==> src/rtl/can_pkg.sv <==
// Shared CAN bit-timing constants and TX state encoding, imported by both the TX bit engine
// and the RX sampler so the two paths always agree on bit length and sample point.
package can_pkg;

  function automatic int clks_per_bit(input int clk_mhz, input int bit_rate_kbits);
    return clk_mhz * 1000 / bit_rate_kbits;
  endfunction

  localparam int CLK_SPEED_MHZ      = 100;
  localparam int CAN_BIT_RATE_KBITS = 1000;
  localparam int CLKS_PER_BIT       = clks_per_bit(CLK_SPEED_MHZ, CAN_BIT_RATE_KBITS);
  localparam int SAMPLE_PT          = CLKS_PER_BIT / 2 - 1;

  // Same-polarity run length that forces a complementary stuff bit.
  localparam logic [2:0] STUFF_LIMIT = 3'd5;

  typedef enum logic [1:0] {
    TX_IDLE  = 2'd0,
    TX_SOF   = 2'd1,
    TX_DATA  = 2'd2,
    TX_STUFF = 2'd3
  } tx_state_t;

endpackage

==> src/rtl/can_tx_bitgen_if.sv <==
// Frame-builder <-> TX bit engine handshake: bit stream with valid/ready plus frame status.
interface can_tx_bitgen_if;
  logic start;
  logic din;
  logic din_valid;
  logic din_last;
  logic din_ready;
  logic stuff_en;
  logic arb_en;
  logic busy;
  logic done;
  logic underrun;
  logic arb_lost;

  modport master (
    output start, din, din_valid, din_last, stuff_en, arb_en,
    input  din_ready, busy, done, underrun, arb_lost
  );

  modport slave (
    input  start, din, din_valid, din_last, stuff_en, arb_en,
    output din_ready, busy, done, underrun, arb_lost
  );
endinterface

==> src/rtl/can_bit_timer.sv <==
// Free-running CAN bit-period counter with bit_end and sample_pt strobes; shared with the RX sampler.
module can_bit_timer #(
  parameter int CLKS_PER_BIT = can_pkg::CLKS_PER_BIT
) (
  input  logic clk,
  input  logic rst_n,
  input  logic en,
  input  logic clear,
  output logic bit_end,
  output logic sample_pt
);
  localparam int CNT_W  = (CLKS_PER_BIT > 1) ? $clog2(CLKS_PER_BIT) : 1;
  localparam int SAMPLE = CLKS_PER_BIT / 2 - 1;

  logic [CNT_W-1:0] cnt;

  assign bit_end   = en && (cnt == CNT_W'(CLKS_PER_BIT - 1));
  assign sample_pt = en && (cnt == CNT_W'(SAMPLE));

  always_ff @(posedge clk) begin
    if (!rst_n)       cnt <= '0;
    else if (clear)   cnt <= '0;
    else if (bit_end) cnt <= '0;
    else if (en)      cnt <= cnt + 1'b1;
  end
endmodule

==> src/rtl/can_tx_bitgen.sv <==
// CAN TX bit engine: SOF, serialisation at the bit rate and stuff-bit insertion onto TXD.
// Define CAN_TX_ARB_MON_EN to enable arbitration-loss monitoring of RXD during the ID/RTR field.
module can_tx_bitgen
  import can_pkg::*;
#(
  parameter int clk_speed_MHz      = 100,
  parameter int can_bit_rate_Kbits = 1000
) (
  input  logic             clk,
  input  logic             rst_n,
  can_tx_bitgen_if.slave   bus,
  input  logic             can_rx,
  output logic             can_tx
);
  localparam int BIT_CLKS = clks_per_bit(clk_speed_MHz, can_bit_rate_Kbits);

  tx_state_t  state_q, state_n;
  logic       tx_n;
  logic       run_last_q, run_last_n;
  logic [2:0] run_cnt_q, run_cnt_n;
  logic       fin_q, fin_n;
  logic       done_q, done_n, underrun_q, underrun_n, arb_lost_q, arb_lost_n;
  logic       bit_end, sample_pt, active, stuff_now, arb_hit;

  assign active       = (state_q != TX_IDLE);
  assign bus.busy     = active;
  assign bus.done     = done_q;
  assign bus.underrun = underrun_q;
  assign bus.arb_lost = arb_lost_q;

  can_bit_timer #(.CLKS_PER_BIT(BIT_CLKS)) u_timer (
    .clk       (clk),
    .rst_n     (rst_n),
    .en        (active),
    .clear     (!active && bus.start),
    .bit_end   (bit_end),
    .sample_pt (sample_pt)
  );

`ifdef CAN_TX_ARB_MON_EN
  // Only a recessive data bit read back as dominant means another node won the bus.
  assign arb_hit = sample_pt && bus.arb_en && (state_q == TX_DATA) && can_tx && !can_rx;
`else
  logic unused_arb;
  assign unused_arb = &{1'b0, sample_pt, bus.arb_en, can_rx};
  assign arb_hit    = 1'b0;
`endif

  // NOTE: state registers use non-blocking assignments so every flop samples pre-edge values.
  always_ff @(posedge clk) begin
    if (!rst_n) state_q <= TX_IDLE;
    else        state_q <= state_n;
  end

  // NOTE: every combinational output gets a default first, so no path can infer a latch.
  always_comb begin
    stuff_now     = 1'b0;
    bus.din_ready = 1'b0;
    if (active && bit_end && !fin_q) begin
      if (bus.stuff_en && (run_cnt_q == STUFF_LIMIT)) stuff_now     = 1'b1;
      else                                             bus.din_ready = 1'b1;
    end
  end

  always_comb begin
    state_n    = state_q;
    tx_n       = can_tx;
    run_last_n = run_last_q;
    run_cnt_n  = run_cnt_q;
    fin_n      = fin_q;
    done_n     = 1'b0;
    underrun_n = 1'b0;
    arb_lost_n = 1'b0;
    case (state_q)
      TX_IDLE: begin
        tx_n = 1'b1;
        if (bus.start) begin
          state_n    = TX_SOF;
          tx_n       = 1'b0;
          run_last_n = 1'b0;
          run_cnt_n  = 3'd1;
          fin_n      = 1'b0;
        end
      end
      default: begin
        if (bit_end) begin
          if (fin_q) begin
            state_n = TX_IDLE;
            tx_n    = 1'b1;
            done_n  = 1'b1;
          end else if (stuff_now) begin
            state_n    = TX_STUFF;
            tx_n       = ~run_last_q;
            run_last_n = ~run_last_q;
            run_cnt_n  = 3'd1;
          end else if (bus.din_valid) begin
            state_n    = TX_DATA;
            tx_n       = bus.din;
            run_last_n = bus.din;
            fin_n      = bus.din_last;
            if (bus.din != run_last_q)         run_cnt_n = 3'd1;
            else if (run_cnt_q != STUFF_LIMIT) run_cnt_n = run_cnt_q + 3'd1;
          end else begin
            state_n    = TX_IDLE;
            tx_n       = 1'b1;
            underrun_n = 1'b1;
          end
        end else if (arb_hit) begin
          state_n    = TX_IDLE;
          tx_n       = 1'b1;
          arb_lost_n = 1'b1;
        end
      end
    endcase
  end

  always_ff @(posedge clk) begin
    if (!rst_n) begin
      can_tx     <= 1'b1;
      run_last_q <= 1'b0;
      run_cnt_q  <= 3'd0;
      fin_q      <= 1'b0;
      done_q     <= 1'b0;
      underrun_q <= 1'b0;
      arb_lost_q <= 1'b0;
    end else begin
      can_tx     <= tx_n;
      run_last_q <= run_last_n;
      run_cnt_q  <= run_cnt_n;
      fin_q      <= fin_n;
      done_q     <= done_n;
      underrun_q <= underrun_n;
      arb_lost_q <= arb_lost_n;
    end
  end
endmodule

==> src/flat_wrapper.sv <==
// flat-port wrapper written by rule: the top's interface ports become plain ports
module can_tx_bitgen_flat import can_pkg::*;
#(
  parameter int clk_speed_MHz      = 100,
  parameter int can_bit_rate_Kbits = 1000
)
  (clk, rst_n, can_rx, can_tx, bus_start, bus_din, bus_din_valid, bus_din_last, bus_stuff_en, bus_arb_en, bus_din_ready, bus_busy, bus_done, bus_underrun, bus_arb_lost);
  can_tx_bitgen_if bus_i ();
  input  logic clk;
  input  logic rst_n;
  input  logic can_rx;
  output logic can_tx;
  input wire logic [$bits(bus_i.start)-1:0] bus_start;
  input wire logic [$bits(bus_i.din)-1:0] bus_din;
  input wire logic [$bits(bus_i.din_valid)-1:0] bus_din_valid;
  input wire logic [$bits(bus_i.din_last)-1:0] bus_din_last;
  input wire logic [$bits(bus_i.stuff_en)-1:0] bus_stuff_en;
  input wire logic [$bits(bus_i.arb_en)-1:0] bus_arb_en;
  output wire logic [$bits(bus_i.din_ready)-1:0] bus_din_ready;
  output wire logic [$bits(bus_i.busy)-1:0] bus_busy;
  output wire logic [$bits(bus_i.done)-1:0] bus_done;
  output wire logic [$bits(bus_i.underrun)-1:0] bus_underrun;
  output wire logic [$bits(bus_i.arb_lost)-1:0] bus_arb_lost;
  assign bus_i.start = bus_start;
  assign bus_i.din = bus_din;
  assign bus_i.din_valid = bus_din_valid;
  assign bus_i.din_last = bus_din_last;
  assign bus_i.stuff_en = bus_stuff_en;
  assign bus_i.arb_en = bus_arb_en;
  assign bus_din_ready = bus_i.din_ready;
  assign bus_busy = bus_i.busy;
  assign bus_done = bus_i.done;
  assign bus_underrun = bus_i.underrun;
  assign bus_arb_lost = bus_i.arb_lost;
  can_tx_bitgen #(.clk_speed_MHz(clk_speed_MHz), .can_bit_rate_Kbits(can_bit_rate_Kbits)) u_core (.clk(clk), .rst_n(rst_n), .bus(bus_i), .can_rx(can_rx), .can_tx(can_tx));
endmodule
==> config.mk <==
export PLATFORM = sky130hd
export DESIGN_NAME = can_tx_bitgen_flat
export DESIGN_NICKNAME = d
export VERILOG_FILES = /design/src/rtl/can_pkg.sv /design/src/rtl/can_tx_bitgen_if.sv /design/src/rtl/can_bit_timer.sv /design/src/rtl/can_tx_bitgen.sv /design/src/flat_wrapper.sv
export SDC_FILE = /design/constraint.sdc
export NUM_CORES = 1
export LEC_CHECK = 0
export BUFFER_PORTS_ARGS = -buffer_cell sky130_fd_sc_hd__buf_4
export CAP_MARGIN = 20
export CORE_MARGIN = 3
export CORE_UTILIZATION = 53
export DETAILED_ROUTE_END_ITERATION = 7
export HOLD_SLACK_MARGIN = 0.12
export PLACE_DENSITY = 0.83
export REMOVE_ABC_BUFFERS = 1
export SLEW_MARGIN = 10
export SYNTH_ARGS = -nofsm -noshare
export SYNTH_HDL_FRONTEND = slang
export SYNTH_SLANG_ARGS = --single-unit
==> constraint.sdc <==
create_clock -name clk -period 1.95 [get_ports clk]
set_clock_uncertainty 0.05 [all_clocks]
set_input_delay 0.0975 -clock clk [delete_from_list [all_inputs] [get_ports clk]]
set_output_delay 0.0975 -clock clk [all_outputs]
set_load 0.01 [all_outputs]
## Yosys cells after proc, flatten, opt, wreduce, memory -nomap -nowiden

Cells that the tools add are included.

| operators by class | value |
|---|---|
| add/subtract/negate cells | 2 |
| multipliers | 0 |
| divide/modulo/power cells | 0 |
| $lt $le $gt $ge | 0 |
| equality and inequality tests | 6 |
| shift operators | 0 |
| muxes and demuxes | 37 |
| bitwise logic cells | 3 |
| reductions and logical operators | 18 |

Operators by type and width:

| operator | number |
|---|---|
| 2-to-1 mux 3 bit | 8 |
| 2-to-1 mux 1 bit | 23 |
| 2-to-1 mux 2 bit | 6 |
| adder 7 x 1 -> 7 bit, second input constant | 1 |
| equality test 7 bit, second input constant | 1 |
| OR reduction 3 bit | 2 |
| logical AND 1 bit | 5 |
| AND reduction 5 bit | 1 |
| OR reduction 5 bit | 1 |
| inequality test 2 bit, second input constant | 2 |
| AND reduction 4 bit | 1 |
| nonzero test 2 bit | 2 |
| nonzero test 4 bit | 1 |
| adder 3 x 1 -> 3 bit, second input constant | 1 |
| equality test 3 bit, second input constant | 1 |
| inequality test 3 bit, second input constant | 1 |
| NOT 1 bit | 3 |
| nonzero test 3 bit | 1 |
| zero test 1 bit | 2 |
| zero test 2 bit | 1 |
| AND reduction 2 bit | 1 |
| inequality test 1 bit | 1 |

| storage, ports and cells | value |
|---|---|
| register bits | 17 |
| latch bits | 0 |
| memory bits (writable) | 0 |
| bits in read-only memories | 0 |
| bits of input ports | 9 |
| output and inout port bits | 6 |
| logic and storage cells | 74 |
| memories | 0 |

## Depth between registers and ports, before layout

| depth | value |
|---|---|
| word-level depth | 9 |
| gate-level depth with buffers | 7 |
| depth with buffers taken out | 7 |

## Modules after synthesis

Synthesis repeated with hierarchy kept, for this count alone.

| second synthesis, totals | value |
|---|---|
| cells, all modules | 109 |
| area, all modules | 915.9 um^2 |

By module, submodules not included:

| module | times used | cells each | area each (um^2) | sequential area each (um^2) |
|---|---|---|---|---|
| can_tx_bitgen | 1 | 70 | 563.0 | 200.2 |
| can_bit_timer | 1 | 39 | 352.8 | 140.1 |

## Worst setup path before layout

No wires, ideal clock.

| path | value |
|---|---|
| kind | register to register |
| from | register u_core.u_timer.cnt[0] |
| to | register u_core.underrun_q (netlist: u_core.bus.underrun) |
| arrival | 1.405 ns |
| required time | 1.820 ns |
| slack | 0.415 ns |
| stages on the path, launching flop included | 6 |
| cell sequence | dfxtp_1 ha_1 and2b_1 nand3_4 nor3_1 nor3b_1 |

| on the way | value |
|---|---|
| word-level cells in the longest chain between the ends | 6 |
| elaborated cells between the ends (all ways) | 7 |
| classes of those cells | eq/ne (1); mux (1); bitwise (1); reduce/logical (4) |

RTL lines:

| item | line | source |
|---|---|---|
| from (decl) | can_bit_timer.sv:15 | `logic [CNT_W-1:0] cnt;` |
| from (signal assigned) | can_bit_timer.sv:24 | `else if (en) cnt <= cnt + 1'b1;` |
| equality test 7 bit * | can_bit_timer.sv:17 | `assign bit_end = en && (cnt == CNT_W'(CLKS_PER_BIT - 1));` |
| logical AND 1 bit * | can_bit_timer.sv:17 |  |
| logical AND 1 bit (2 in series) | can_tx_bitgen.sv:59 | `if (active && bit_end && !fin_q) begin` |
| 2-to-1 mux 1 bit | can_tx_bitgen.sv:59 |  |
| OR reduction 5 bit (no line) * | -- |  |
| to (signal assigned) | can_tx_bitgen.sv:132 | `underrun_q <= underrun_n;` |
| to (decl) | can_tx_bitgen.sv:22 | `logic done_q, done_n, underrun_q, underrun_n, arb_lost_q, arb_lost_n;` |

Mark *: on every way between the ends. The rest lies on a longest branch, timed or not.
A chain may end at the register's enable or synchronous reset.

## Final worst setup path

| path | value |
|---|---|
| from | register u_core.u_timer.cnt[0] |
| to | output bus_din_ready |

| on the way | value |
|---|---|
| word-level cells in the longest chain between the ends | 5 |

RTL lines:

| item | line | source |
|---|---|---|
| equality test 7 bit | can_bit_timer.sv:17 |  |
| logical AND 1 bit | can_bit_timer.sv:17 |  |
| logical AND 1 bit (2 in series) | can_tx_bitgen.sv:59 |  |
| 2-to-1 mux 1 bit | can_tx_bitgen.sv:59 |  |
| to (decl) | flat_wrapper.sv:19 | `output wire logic [$bits(bus_i.din_ready)-1:0] bus_din_ready;` |

Every way passes these cells.

==> impl_metrics.py <==
metrics = {
    "run_status": {
        "status": "finished clean",
    },
    "critical_path": {
        "slowest_delay_ns": 0.39,
        "timing.critical_path.arrival_ns": 1.66,
        "crit_required_ns": 1.80,
        "r2r-end": "u_core.run_cnt_q[1]",
        "critPathKind": "reg2out",
        "reg2reg_from": "u_core.run_cnt_q[0]",
        "critPathCaptureType": "primary output",
        "reg2regPathDepth": 6,
        "crit_slowest_cell": "dfxtp_1",
        "regToRegSetupSlack_ns": 0.20,
        "cp_cell_sequence": "ha_1 > and2b_1 > nand3_4 > nor3_2 > buf_4",
        "cp-start-kind": "register",
        "worst-path-max-fanout": 7,
    },
    "logic_synthesis": {
        "syn_avg_cell_area_um2": 8.67,
        "ys_top_cells_by_count": "dfxtp_1, nand2_1, nor2_1, a21oi_1, o21ai_0",
        "ys_warn_count": 0,
        "ys_async_sr_fraction_pct": 0,
        "synthesis.area_um2": 858,
        "synth_top_area_cell": "dfxtp_1",
        "synth_edf_count": 0,
        "yosys-top-cells-area": "dfxtp_1, nand2_1, a21oi_1",
        "yosysMostFrequentCell": "dfxtp_1",
        "yosysUniqueCellTypes": 35,
        "synth_cells": 99,
        "synth_ff_type": "dfxtp_1",
        "ys_seq_area_share_pct": 39.7,
        "synth_top_area_share_pct": 39.7,
        "ys_ff_latch": 17,
    },
    "timing": {
        "finalSetupTns_ns": 0,
        "period_needed_ns": 1.81,
        "rsz0062_at_grt": "no",
        "finalCritPeriodShare_pct": 92.7,
        "hold_ws_ns": 0.302,
        "finalHoldViolCount": 0,
        "final_max_slew_viol_count": 0,
        "fmax_mhz": 553,
        "finalSetupViolCount": 0,
    },
    "power_and_ir_drop": {
        "power.static_leakage_nw": 0.393,
        "power_mw": 0.634,
        "power.density_nw_per_um2": 614,
        "vdd_drop_max_uv": 449,
    },
    "final_layout": {
        "num-nets-final": 130,
        "drive_above_1_share_pct": 18.8,
        "stdcell_area_um2": 1030,
        "diodes": 0,
        "area_growth_pct": 20.1,
    },
    "global_routing": {
        "use_met1_pct": 25.6,
        "grt_usage_pct": 22.3,
        "top_usage_layer": "met2",
        "grt_max_degree": 11,
        "grt_first_pass_wirelength_um": 3310,
        "use_met2_pct": 34.9,
        "grt_overflow": 0,
        "first_global_vias": 739,
        "grt_use_met3_pct": 8.20,
        "antenna_found_initial": 0,
    },
    "clocking": {
        "cts_max_level": 1,
        "clk_latency_ns": 0.30,
        "cts_buffer_depth": 2,
        "cts_tree": "built",
        "root_buffer": "clkbuf_4",
        "cts_made_buffers": 3,
        "clk_pin_slew_ns": 0.10,
        "cts_setup_buffers": 0,
        "clkSinkCount": 17,
    },
    "route": {
        "drt-total-wl_um": 1980,
        "wire_per_inst_um": 15.0,
        "vias_per_cell": 6.05,
        "drc": 0,
        "vias": 798,
        "antenna_left": 0,
        "firstDrtPassIters": 4,
        "first_iter_violations": 21,
    },
    "floorplan": {
        "coreArea_um2": 1420,
        "dieArea_um2": 2140,
        "io_pins": 15,
        "fp-row-count": 13,
        "initial_core_util_pct": 60.7,
        "die_width_um": 46.2,
        "die_h_um": 46.2,
    },
    "hold_path": {
        "min-delay-start": "bus_stuff_en",
        "hold_class": "in2reg",
        "min_delay_path_depth": 4,
        "worst_hold_path.endpoint": "u_core.state_q[0]",
    },
    "place": {
        "detailed_place.area_um2": 948,
        "io_buffers": 11,
        "gp_congestion": 0.846,
        "dp_hpwl_um": 1310,
    },
    "run": {
        "drv_cap": 0,
    },
}
[cells in the final DEF, fill, tap and decap left out, types with 3 or more instances in the layout]
cell	instances
nand2_1	11
buf_4	11
dfxtp_1	17
ha_1	3
xor2_1	4
nor2_1	10
dlygate4sd3_1	5
or3_1	3
nand3_1	4
nand4_1	3
o21ai_0	5
clkbuf_4	3
a21oi_1	8
[power by group]
group | total, mW | leakage [nW] | internal, mW | switching [mW]
registers | 0.362 | 0.138 | 0.355 | 0.00696
clock network | 0.191 | 0.0177 | 0.0765 | 0.114
logic | 0.0807 | 0.238 | 0.0356 | 0.0451
[kinds of logic (layout without fill, tap and decap cells)]
logic type / Yosys count / after routing / synth area share (%)
adders and majority gates: 3 / 3 / 4.37
DFF: 17 / 17 / 39.7
xor gates and xnor gates: 5 / 5 / 5.10
other: 1 / 1 / 0.437
buffers and inverters: 5 / 23 / 2.62
and+or+nand+nor: 46 / 46 / 30.2
AOI/OAI and AO/OA: 22 / 22 / 17.6
[cell type report]
cell class,count,area (µm²)
fillers,105,384
repair buffers,16,133
clock inverters,1,5.00
well taps,15,18.8
inverters,3,11.3
clock buffers,3,22.5
flip-flops and latches,17,340
multi-input cells,77,500
[through the flow]
step                util, %  std cells  worst slack [ns]
finish                 72.9        132             0.143
global route           72.9        132            0.0179
CTS                    72.5        132             0.113
detailed placement     67.0        123             0.216
global placement       67.0        123             0.289
floorplan                 -         97             0.415
[per-layer routing]
metal  share of wire, %  up-vias
met5                  0        -
met2                 52       24
met1                 42      381
li1                   -      389
met3                4.4        4
met4                1.4        0
[registers in the layout (all words and copies together), names as in the netlist]
name and flops:
u_core.fin_q 1, u_core.u_timer.cnt 7, u_core.run_last_q 1, u_core.bus.underrun 1, u_core.can_tx 1, u_core.bus.done 1, u_core.state_q 2, u_core.run_cnt_q 3
[worst max path at each step]
stage,start,endpoint,cells past startpoint
after floorplan,u_core.u_timer.cnt[0],u_core.bus.underrun,5
after global placement,u_core.run_cnt_q[0],u_core.run_cnt_q[1],6
after detailed placement,u_core.run_cnt_q[0],u_core.run_cnt_q[2],6
after CTS,u_core.u_timer.cnt[0],bus_din_ready,5
after global routing,u_core.u_timer.cnt[0],bus_din_ready,5
final,u_core.u_timer.cnt[0],bus_din_ready,5
[critical path, delay by kind of cell (launching register included)]
kind / cells / cell delay [ns]
fa+ha+maj: 1 / 0.21
buf+inv: 1 / 0.15
flops: 1 / 0.39
simple gates: 3 / 0.61
[repair_timing]
action,4_1_cts,5_1_grt
setup endpoints to repair,0,1
hold buffers,5,0
gates resized for setup,0,1
endpoints found under the hold margin,8,0
No activity file was read; power rests on OpenSTA's default activity.
